$ cat src/rtl/regfile_pkg.sv
// regfile_pkg: shared sizing constants and types for the register file.
//   XLEN   - data width of every register and data port
//   NREGS  - number of architectural registers (including the zero register)
//   ZR_IDX - index of the hard-wired zero register (XZR)
//   ADDR_W - register address width
package regfile_pkg;

    localparam int unsigned XLEN   = 64;
    localparam int unsigned NREGS  = 32;
    localparam int unsigned ZR_IDX = 31;
    localparam int unsigned ADDR_W = 5;

    typedef logic [ADDR_W-1:0] reg_addr_t;
    typedef logic [XLEN-1:0]   data_word_t;

endpackage

$ cat src/rtl/regfile_rdport.sv
// regfile_rdport: one combinational read port.
//   regs_i - flattened view of every register (zero-register slot is ignored)
//   ra_i   - read address
//   rd_o   - read data; 0 for the zero register or any unpopulated address
module regfile_rdport
    import regfile_pkg::*;
#(
    parameter int unsigned XLEN   = regfile_pkg::XLEN,
    parameter int unsigned NREGS  = regfile_pkg::NREGS,
    parameter int unsigned ZR_IDX = regfile_pkg::ZR_IDX
) (
    input  logic [NREGS-1:0][XLEN-1:0] regs_i,
    input  reg_addr_t                  ra_i,
    output logic [XLEN-1:0]            rd_o
);

    always_comb begin
        rd_o = '0;
        if ((ra_i != ADDR_W'(ZR_IDX)) && (32'(ra_i) < NREGS)) begin
            rd_o = regs_i[ra_i];
        end
    end

endmodule

$ cat src/rtl/regfile.sv
// regfile: NREGS x XLEN register file, two combinational read ports, one
// synchronous write port, hard-wired zero register at ZR_IDX.
//   clk      - clock; writes happen on the rising edge
//   reset    - asynchronous active-high reset; loads Xi = i
//   we3      - write enable, port 3
//   ra1, ra2 - read addresses
//   wa3, wd3 - write address / data
//   rd1, rd2 - read data (no write-to-read bypass)
module regfile
    import regfile_pkg::*;
#(
    parameter int unsigned XLEN   = regfile_pkg::XLEN,
    parameter int unsigned NREGS  = regfile_pkg::NREGS,
    parameter int unsigned ZR_IDX = regfile_pkg::ZR_IDX
) (
    input  logic            clk,
    input  logic            reset,
    input  logic            we3,
    input  reg_addr_t       ra1,
    input  reg_addr_t       ra2,
    input  reg_addr_t       wa3,
    input  logic [XLEN-1:0] wd3,
    output logic [XLEN-1:0] rd1,
    output logic [XLEN-1:0] rd2
);

    // Read-only view of all registers; the zero slot is a constant, not a flop.
    logic [NREGS-1:0][XLEN-1:0] regs_view;

    for (genvar i = 0; i < NREGS; i++) begin : g_reg
        if (i == ZR_IDX) begin : g_zero
            assign regs_view[i] = '0;
        end else begin : g_store
            logic [XLEN-1:0] reg_d;
            logic [XLEN-1:0] reg_q;

            always_comb begin
                reg_d = reg_q;
                if (we3 && (wa3 == ADDR_W'(i))) begin
                    reg_d = wd3;
                end
            end

            // Reset value is the register's own index, zero-extended.
            always_ff @(posedge clk or posedge reset) begin
                if (reset) begin
                    reg_q <= XLEN'(i);
                end else begin
                    reg_q <= reg_d;
                end
            end

            assign regs_view[i] = reg_q;
        end
    end

    regfile_rdport #(
        .XLEN   (XLEN),
        .NREGS  (NREGS),
        .ZR_IDX (ZR_IDX)
    ) u_rdport1 (
        .regs_i (regs_view),
        .ra_i   (ra1),
        .rd_o   (rd1)
    );

    regfile_rdport #(
        .XLEN   (XLEN),
        .NREGS  (NREGS),
        .ZR_IDX (ZR_IDX)
    ) u_rdport2 (
        .regs_i (regs_view),
        .ra_i   (ra2),
        .rd_o   (rd2)
    );

endmodule

$ cat config.mk
export PLATFORM = sky130hd
export DESIGN_NAME = regfile
export DESIGN_NICKNAME = d
export VERILOG_FILES = /design/src/rtl/regfile_pkg.sv /design/src/rtl/regfile_rdport.sv /design/src/rtl/regfile.sv
export SDC_FILE = /design/constraint.sdc
export NUM_CORES = 2
export LEC_CHECK = 0
export CORE_ASPECT_RATIO = 1.2
export CORE_MARGIN = 2
export CORE_UTILIZATION = 40
export DETAILED_ROUTE_END_ITERATION = 12
export SETUP_SLACK_MARGIN = 0.1
export SLEW_MARGIN = 5
export SYNTH_ARGS = -nofsm -noshare
export SYNTH_HDL_FRONTEND = slang
export SYNTH_SLANG_ARGS = --single-unit
$ cat constraint.sdc
create_clock -name clk -period 206.8 [get_ports clk]
set_input_delay 31.02 -clock clk [delete_from_list [all_inputs] [get_ports clk]]
set_output_delay 31.02 -clock clk [all_outputs]
set_load 0.05 [all_outputs]
==> impl_metrics.csv <==
group,metric,value,unit
worst_setup_path,worst-endpoint-required,175.78,ns
worst_setup_path,worst-setup-path-type,"in -> out",
clock_tree,root_buffer,"sky130_fd_sc_hd__clkbuf_16",
sta,hold_viol_final,0,
worst_setup_path,worst-path-max-fanout,119,
global_routing,via_count_of_the_first_global_routing_pass,71200,
global_routing,grt.total_usage,26.7,%
yosys,syn-num-nets,7204,
sta,fin_crit_sh,32.4,%
yosys,synth_commonest_cells,"sky130_fd_sc_hd__mux2_2, sky130_fd_sc_hd__dfrtp_1, sky130_fd_sc_hd__mux4_2, sky130_fd_sc_hd__mux2i_1, sky130_fd_sc_hd__buf_2",
worst_setup_path,critical_path.max_stage_delay,0.99,ns
clock_tree,worstSkewPairLatency,0.87,ns
drt,route.final.wire_length,362,mm
clock_tree,cts_tree,"yes",
yosys,yosysTopAreaCellShare,44.9,%
sta,finalSetupViolations,0,
floorplan,dieArea,0.270,mm2
place,place_congestion,0.804,
final_layout,final_std_cells_w_o_fill,10600,
place,place.port_buffers,209,
floorplan,floorplan.die.width,475,um
drt,ant_nets,0,
clock_tree,post_cts.resized_instances,0,
clock_tree,clkSinkCount,1984,
drt,drt-wirelength-per-cell,34.1,um
floorplan,rows,207,
clock_tree,cts_max_level,4,
sta,timing.final.crit_period,67.10,ns
worst_setup_path,setup.worst_path.end_class,"output pin",
run_status,run_status,"finished clean",
final_layout,design.final.nets,6987,
worst_setup_path,critical_path_arrival,36.08,ns
place,place.detailed.hpwl,197,mm
clock_tree,cts_hold_buffers,0,
yosys,ys.warnings.count,0,
final_layout,largest_registers,"g.g_store.reg_q: 1984 flops",
drt,number_of_remaining_drc_errors,0,
power_and_ir_drop,power,1.18,mW
yosys,postSynthCellCount,7122,
floorplan,top_level_ports,210,
yosys,top_flip_flop_cell_by_instance_count_after_synthesis,"sky130_fd_sc_hd__dfrtp_1",
clock_tree,cts.path.max_buffers,4,
global_routing,grt_max_degree,176,
final_layout,flow.area_growth_from_synthesis,11.0,%
yosys,synthTopCellsByArea,"sky130_fd_sc_hd__dfrtp_1, sky130_fd_sc_hd__mux2_2, sky130_fd_sc_hd__mux4_2",
place,detailed_place.area,0.111,mm2
power_and_ir_drop,irDropWorstVdd,8.09,uV
yosys,synth_edf_count,0,
clock_tree,clk_pin_slew,0.06,ns
yosys,asyncSetResetFlopFracSynth,100,%
yosys,post-synth-top-area-cell,"sky130_fd_sc_hd__dfrtp_1",
drt,firstDrtPassIters,5,
floorplan,chip_height,569,um
power_and_ir_drop,static-leakage-power,50.9,nW
global_routing,number_of_antenna_violations_at_the_first_check_in_global_routing,28,
floorplan,initial_util,40.2,%
global_routing,grt-ovfl-total,0,
drt,detail_route.vias_per_cell,6.34,
yosys,mappedNetlistArea,0.106,mm2
clock_tree,cts_buffer_count,210,
worst_setup_path,crit_path_top_delay_cell,"sky130_fd_sc_hd__and2_4",
sta,maxSlewHeadroom,18.7,%
final_layout,layout_cell_share_with_drive_strength_beyond_1,48.9,%
worst_setup_path,critical_path.cell_chain,"buf_8, buf_12, buf_4, and2_4, o21ai_0, nand4_1, a31oi_1, clkdlybuf4s50_1",
sta,finalSetupTns,0,ns
flow_run,maxCapViolations,0,
drt,first_iter_violations,5546,
place,placed_cells_incl_taps,10200,
global_routing,grt_first_pass_wirelength,526,mm
worst_setup_path,timing.critical_path.buf_inv,4,
hold_path,min-delay-path-class,"reg -> reg",
final_layout,max_reg_flops,1984,
yosys,synth.most_common_cell,"sky130_fd_sc_hd__mux2_2",
sta,tightest_slew,1.22,ns
drt,routed-via-count,67400,
sta,worst_clock_skew,0,ns
final_layout,final_cell_area,0.118,mm2
yosys,synthesized_area_divided_by_synthesized_cell_count,14.9,um2
final_layout,largest_register,"g.g_store.reg_q",
sta,rsz0062_at_grt,"no",
clock_tree,cts_setup_buffers,0,
worst_setup_path,setup.worst_path.start_class,"input port",
sta,max_freq,14.9,MHz
floorplan,core_area,0.265,mm2
yosys,synth.yosys.seq_area_share,46.8,%
power_and_ir_drop,cellPowerDensity,10.0,mW/mm2
sta,finalMaxSlewViolations,0,
yosys,ys_seq_elements,1984,
worst_setup_path,critical_path.top_delay_family,"buffers and inverters",
yosys,synth.lib_cells_used.distinct,48,
worst_setup_path,r2r_slack,205.98,ns
cell type report:
cell class                 instances  area (um2)
timing repair buffer             357        3450
antenna                            9        22.5
tap                             3553        4450
sequential                      1984       49700
inverter                          41         164
clock buffer                     308        6270
clock inverter                    69         813
fill                           23500      147000
multi-input combinational       4311       53100
layer usage:
| layer | vias up | GRT usage (%) | wire length [um] |
|---|---|---|---|
| met4 | 24 | 11.6 | 17800 |
| li1 | 27100 | - | - |
| met2 | 2533 | 44.4 | 177000 |
| met3 | 750 | 4.50 | 23400 |
| met5 | - | 0 | 166 |
| met1 | 37000 | 34.4 | 144000 |
layout by cell type, fill, tap and decap left out, types with 17 or more instances in the layout:
cell | netlist | layout
sky130_fd_sc_hd__a2bb2oi_1 | 63 | 63
sky130_fd_sc_hd__buf_4 | 33 | 133
sky130_fd_sc_hd__mux2_2 | 1950 | 1950
sky130_fd_sc_hd__clkbuf_1 | 355 | 37
sky130_fd_sc_hd__dfrtp_1 | 1909 | 1909
sky130_fd_sc_hd__clkbuf_8 | 0 | 58
sky130_fd_sc_hd__a31oi_1 | 41 | 40
sky130_fd_sc_hd__a211o_1 | 60 | 60
sky130_fd_sc_hd__bufinv_16 | 0 | 17
sky130_fd_sc_hd__a22oi_1 | 62 | 62
sky130_fd_sc_hd__a221o_1 | 29 | 29
sky130_fd_sc_hd__a22o_1 | 76 | 76
sky130_fd_sc_hd__nor2_1 | 132 | 130
sky130_fd_sc_hd__o22ai_1 | 89 | 89
sky130_fd_sc_hd__a21oi_1 | 64 | 64
sky130_fd_sc_hd__nor3_1 | 40 | 40
sky130_fd_sc_hd__buf_12 | 0 | 17
sky130_fd_sc_hd__mux4_2 | 817 | 817
sky130_fd_sc_hd__a211oi_1 | 25 | 25
sky130_fd_sc_hd__o21ai_0 | 74 | 74
sky130_fd_sc_hd__clkbuf_16 | 0 | 213
sky130_fd_sc_hd__nand2_1 | 58 | 48
sky130_fd_sc_hd__nand4_1 | 40 | 40
sky130_fd_sc_hd__dfstp_2 | 75 | 75
sky130_fd_sc_hd__clkinv_2 | 0 | 42
sky130_fd_sc_hd__mux2_1 | 54 | 54
sky130_fd_sc_hd__clkdlybuf4s50_1 | 0 | 200
sky130_fd_sc_hd__mux2_4 | 60 | 60
sky130_fd_sc_hd__mux2i_1 | 471 | 471
sky130_fd_sc_hd__inv_1 | 40 | 38
sky130_fd_sc_hd__a221oi_1 | 37 | 37
final timing paths:
path	from	to	cells past startpoint
worst max-delay path	ra1[2]	rd1[44]	8
worst min-delay path	g_reg[3].g_store.reg_q[56]	g_reg[3].g_store.reg_q[56]	1
max in group asynchronous	reset	g_reg[7].g_store.reg_q[23]	6
worst max register to register	g_reg[19].g_store.reg_q[19]	g_reg[19].g_store.reg_q[19]	1
min in group asynchronous	reset	g_reg[13].g_store.reg_q[1]	2
worst min register to register	g_reg[3].g_store.reg_q[56]	g_reg[3].g_store.reg_q[56]	1
report_power, final:
group	internal (mW)	switching [mW]
logic	0.147	0.117
registers	0.467	0.0551
clock network	0.230	0.165
total	0.844	0.337
metrics by stage:
step           utilization [%]  hold slack [ns]  setup slack (ns)
2_1_floorplan                -            0.470            119.87
4_1_cts                   44.6            0.510            139.69
5_1_grt                   44.6            0.531            139.64
3_3_place_gp              41.9            0.480            139.73
6_report                  44.6            0.505            139.70
3_5_place_dp              41.9            0.497            139.70
kinds of logic after synthesis:
group,share of synthesized area (%)
AO/OA/AOI/OAI,4.31
multiplexers,43.8
AND/OR/NAND/NOR,1.54
flip-flops,46.8
buffers and inverters,3.52
Note: power is estimated with default switching activity, not from simulation.
